===== src/rtl/erosion_3x3_window.sv =====
// 3x3 grayscale erosion over a line-buffered pixel stream.
// Output is the window minimum, with frame syncs delayed to match the 4-clock pipeline.
module erosion_3x3_window #(
  parameter int unsigned DATA_W = 8,
  parameter int unsigned CNT_W = 11,
  parameter logic [DATA_W-1:0] BORDER_VAL = '0
) (
  input  logic              clock,
  input  logic              reset,
  input  logic              per_frame_vsync,
  input  logic              per_frame_href,
  input  logic              per_frame_clken,
  input  logic [DATA_W-1:0] per_img_y,
  input  logic [DATA_W-1:0] taps0x,
  input  logic [DATA_W-1:0] taps1x,
  output logic              post_frame_vsync,
  output logic              post_frame_href,
  output logic              post_frame_clken,
  output logic [DATA_W-1:0] post_img_y
);

  localparam int unsigned SYNC_DEPTH = 4;
  localparam logic [CNT_W-1:0] CNT_MAX = '1;
  localparam logic [CNT_W-1:0] EDGE_IDX = CNT_W'(2);

  logic [DATA_W-1:0]           y_d1;
  logic [SYNC_DEPTH-1:0]       vsync_d;
  logic [SYNC_DEPTH-1:0]       href_d;
  logic [SYNC_DEPTH-1:0]       clken_d;
  logic [2:0][DATA_W-1:0]      win_top;
  logic [2:0][DATA_W-1:0]      win_mid;
  logic [2:0][DATA_W-1:0]      win_bot;
  logic [CNT_W-1:0]            col_idx;
  logic [CNT_W-1:0]            row_idx;
  logic                        win_ok_s1;
  logic                        win_ok_s2;
  logic [DATA_W-1:0]           r0;
  logic [DATA_W-1:0]           r1;
  logic [DATA_W-1:0]           r2;
  logic [DATA_W-1:0]           min_all_c;
  logic                        href_fall_c;

  function automatic logic [DATA_W-1:0] min2(input logic [DATA_W-1:0] a,
                                             input logic [DATA_W-1:0] b);
    return (a < b) ? a : b;
  endfunction

  function automatic logic [DATA_W-1:0] min3(input logic [2:0][DATA_W-1:0] v);
    return min2(min2(v[0], v[1]), v[2]);
  endfunction

  // Stage 0: input pixel register and sync delay lines
  always_ff @(posedge clock) begin
    if (reset) begin
      y_d1    <= '0;
      vsync_d <= '0;
      href_d  <= '0;
      clken_d <= '0;
    end else begin
      y_d1    <= per_img_y;
      vsync_d <= {vsync_d[SYNC_DEPTH-2:0], per_frame_vsync};
      href_d  <= {href_d[SYNC_DEPTH-2:0], per_frame_href};
      clken_d <= {clken_d[SYNC_DEPTH-2:0], per_frame_clken};
    end
  end

  assign href_fall_c = href_d[1] & ~href_d[0];

  // Stage 1: window shift and position tracking; win_ok uses the pre-increment indices
  always_ff @(posedge clock) begin
    if (reset) begin
      col_idx   <= '0;
      row_idx   <= '0;
      win_top   <= '0;
      win_mid   <= '0;
      win_bot   <= '0;
      win_ok_s1 <= 1'b0;
    end else begin
      if (!href_d[0]) begin
        col_idx <= '0;
      end else if (clken_d[0] && (col_idx != CNT_MAX)) begin
        col_idx <= col_idx + CNT_W'(1);
      end

      if (vsync_d[0]) begin
        row_idx <= '0;
      end else if (href_fall_c && (row_idx != CNT_MAX)) begin
        row_idx <= row_idx + CNT_W'(1);
      end

      if (clken_d[0]) begin
        win_top   <= {win_top[1:0], taps1x};
        win_mid   <= {win_mid[1:0], taps0x};
        win_bot   <= {win_bot[1:0], y_d1};
        win_ok_s1 <= (col_idx >= EDGE_IDX) && (row_idx >= EDGE_IDX);
      end
    end
  end

  // Stage 2: per-row minima
  always_ff @(posedge clock) begin
    if (reset) begin
      r0        <= '0;
      r1        <= '0;
      r2        <= '0;
      win_ok_s2 <= 1'b0;
    end else begin
      r0        <= min3(win_top);
      r1        <= min3(win_mid);
      r2        <= min3(win_bot);
      win_ok_s2 <= win_ok_s1;
    end
  end

  assign min_all_c = min2(min2(r0, r1), r2);

  // Stage 3: final minimum or border fill
  always_ff @(posedge clock) begin
    if (reset) begin
      post_img_y <= '0;
    end else begin
      post_img_y <= win_ok_s2 ? min_all_c : BORDER_VAL;
    end
  end

  assign post_frame_vsync = vsync_d[SYNC_DEPTH-1];
  assign post_frame_href  = href_d[SYNC_DEPTH-1];
  assign post_frame_clken = clken_d[SYNC_DEPTH-1];

endmodule


===== config.mk =====
export PLATFORM = sky130hd
export DESIGN_NAME = erosion_3x3_window
export DESIGN_NICKNAME = d
export VERILOG_FILES = /design/src/rtl/erosion_3x3_window.sv
export SDC_FILE = /design/constraint.sdc
export NUM_CORES = 1
export LEC_CHECK = 0
export ABC_AREA = 1
export CAP_MARGIN = 10
export CORE_UTILIZATION = 47
export CTS_CLUSTER_DIAMETER = 40
export DETAILED_ROUTE_END_ITERATION = 10
export PLACE_DENSITY = 0.65
export SLEW_MARGIN = 20
export SYNTH_ARGS = -nofsm -noshare
export SYNTH_HDL_FRONTEND = slang
export SYNTH_SLANG_ARGS = --single-unit

===== constraint.sdc =====
create_clock -name clock -period 3.4 [get_ports clock]
set_clock_uncertainty 0.05 [all_clocks]
set_input_delay 0.51 -clock clock [delete_from_list [all_inputs] [get_ports clock]]
set_output_delay 0.51 -clock clock [all_outputs]
set_load 0.005 [all_outputs]

==> flow_summary.ini <==
[setup_path]
cp.depth = 15
cp_max_fo = 15
ff2ff_path_depth = 15
worst_setup_path_start_kind = flop
worst_ep_arrival_time_ps = 3210
crit_required_ps = 3700
cp.buffers_inverters = 1
path_cells = inv_1 > ha_1 > nand2_1 > o21a_1 > nand2_2 > nor2_1 > a21oi_1 > ha_1 > a21oi_1 > nor2_1 > a211oi_2 > nand2_2 > nand2_2 > nand2_1 > nor2_1
crit_path_top_delay_cell = dfxtp_1
cp_slowest_stage_delay_ps = 340
crit_family = simple AND/OR/NAND/NOR gates
worstSetupEndpointType = flop
critPathKind = reg -> reg

[clock_network]
cts-root-buf = clkbuf_16
cts_tree = done
clk_path_buf_depth = 2
post_cts_resized = 0
insertion_delay_ps = 420
cts_buffers = 17
ctsHtreeMaxLevel = 4
cts.sink_count = 148
postCtsHoldBufs = 0
post-cts-setup-buffer-count = 0
cts.clk_slew.worst_paths_ps = 60

[status]
status = finished with violations
violations = design-rule violations

[synth]
synth_xor_area_share_pct = 0
synthAdderAreaFrac_pct = 10.5
yosysSeqAreaShare_pct = 41.3
synth_cell_types = 31
synth-seq-cells = 148
yosys.area_share.simple_pct = 23.0
synth-compound-area-share_pct = 16.0
synthMuxAreaShare_pct = 0
ys_warn_count = 0
synthesis.area_um2 = 7170
synth_area_per_cell_um2 = 7.36
netlist_instances = 975
synth_top_family_by_area = simple AND/OR/NAND/NOR gates
synthesis.nets = 1064

[power_and_ir_drop]
power.density_nw_per_um2 = 753
p_seq_share_pct = 32.3
swShare_pct = 38.8
p_comb_share_pct = 40.3
p_clk_share_pct = 27.4
vdd_drop_max_mv = 0.370
p_sw_mw = 2.40
p_int_mw = 3.78
p_leak_nw = 3.65

[detailed_routing]
highest_layer = met4
wl_per_cell_um = 11.6
drt_iter0_drc = 330
via_count = 5847
wl_mm = 13.8
viasPerCell = 4.88
firstDrtPassIters = 7
routed-wl-met2_mm = 6.08
wl_met1_mm = 7.08
detail-route-antenna-nets = 0
drc = 3
wl_met3_um = 396

[floorplanning]
start_util_pct = 48.8
die_area_um2 = 15800
io_pins = 40
fp.dieH_um = 126
die_w_um = 126
coreArea_um2 = 14700
num_rows = 44

[cells_and_area]
nets = 1091
area_growth_pct = 14.3
final_common_cell = nor2_1
final_area_um2 = 8200
num-fill-cells = 1427
final_cell_mix = nor2_1, dfxtp_1, nand2_1, a21oi_1, inv_1
drive_gt1_share_pct = 9.17
antenna_cells = 0

[flow_run]
max_cap_viol_count = 0

[global_route]
grt_pass1_vias = 5549
antenna_found_initial = 0
grt_max_degree = 75
grt_pass1_wl_mm = 24.5
overflow = 0
track_usage_pct = 19.1

[timing]
hold_viol = 0
maxSlewViolCount = 0
period_minus_slack_ps = 2910
worst_slew_pin_slew_ps = 766
finalSetupViolCount = 0
fmax_mhz = 343
fin_crit_sh_pct = 85.6
rsz0062_at_grt = false
maxSlewHeadroom_pct = 48.8
fin_tns_setup_ps = 0

[placement]
hpwl_mm = 9.63
portBuffers = 39
gp_congestion = 0.771
placement.cell_area_um2 = 7660

[worst_hold_path]
hold_path.class = reg -> reg
holdPathStages = 2
[routing by layer]
layer,global-route usage [%],vias up
li1,-,3173
met1,24.5,2582
met2,31.4,71
met3,3.64,21
met4,8.18,0
met5,0,-
[worst reg2reg max path: cells and delay by family, from the launching register on]
family | cells | cell delay, ps
adders and majority gates | 2 | 590
DFF | 1 | 340
and+or+nand+nor | 8 | 970
AOI/OAI and AO/OA | 4 | 860
buffers and inverters | 1 | 70
[area by class of cell]
type / instances / area, um2 / area share, %
multi-input combinational: 665 / 3550 / 43.3
sequential: 148 / 2960 / 36.1
clock inverter: 11 / 81.3 / 0.991
inverter: 125 / 469 / 5.72
timing repair buffer: 45 / 448 / 5.46
clock buffer: 20 / 457 / 5.57
tap: 184 / 230 / 2.81
[power by group through the flow]
stage | clock [mW] | sequential (mW) | combinational, mW
global placement | 0 | 2.03 | 2.45
CTS | 1.73 | 2.00 | 2.51
global route | 1.81 | 2.02 | 2.92
finish | 1.69 | 2.00 | 2.49
floorplan | 0 | 2.00 | 2.18
detailed placement | 0 | 2.03 | 2.49
[cells by family after synthesis]
family / Yosys count
buffers and inverters: 162
AO/OA/AOI/OAI: 214
adder cells (fa/ha/maj): 60
AND/OR/NAND/NOR: 391
flip-flops: 148
[path summary, 6_finish.rpt]
check	slack [ps]	end	startpoint
worst max-delay path	490	post_img_y[5]$_SDFF_PP0_	r1[7]$_SDFF_PP0_
worst min-delay path	350	clken_d[2]$_SDFF_PP0_	clken_d[1]$_SDFF_PP0_
worst max register to register	490	post_img_y[5]$_SDFF_PP0_	r1[7]$_SDFF_PP0_
worst min register to register	350	clken_d[2]$_SDFF_PP0_	clken_d[1]$_SDFF_PP0_
[per-stage QoR]
stage          hold WS (ps)  util, %  total power, mW  worst slack (ps)  std cells
4_1_cts                 352     55.8             6.24               487       1198
3_3_place_gp            342     52.1             4.48               492       1167
3_5_place_dp            349     52.1             4.52               521       1167
6_report                352     55.8             6.18               488       1198
2_1_floorplan           338        -             4.19               855        975
5_1_grt                 363     55.8             6.74               195       1198
[flip-flops by register name, indices dropped and copies added (netlist names), 8 cells and up]
register    cells
col_idx        11
post_img_y      8
r0              8
r1              8
r2              8
row_idx        11
win_bot        24
win_mid        24
win_top        24
y_d1            8
[synth_stat cells, drive strengths merged]
library cell | count | area [um2]
a21oi | 117 | 586
nand3b | 4 | 30.0
o21bai | 1 | 7.51
nor2 | 188 | 706
nand4 | 1 | 12.5
o21a | 6 | 48.8
ha | 60 | 751
dfxtp | 148 | 2960
nor4 | 5 | 37.5
inv | 123 | 462
o21ai | 85 | 425
nand3 | 18 | 90.1
buf | 12 | 95.1
nand2 | 166 | 723
clkinv | 2 | 7.51
nor3b | 1 | 7.51
clkbuf | 25 | 93.8
a211oi | 4 | 72.6
a32o | 1 | 10.0
nor3 | 7 | 40.0
or2 | 1 | 6.26
No activity file was read; power rests on OpenSTA's default activity.
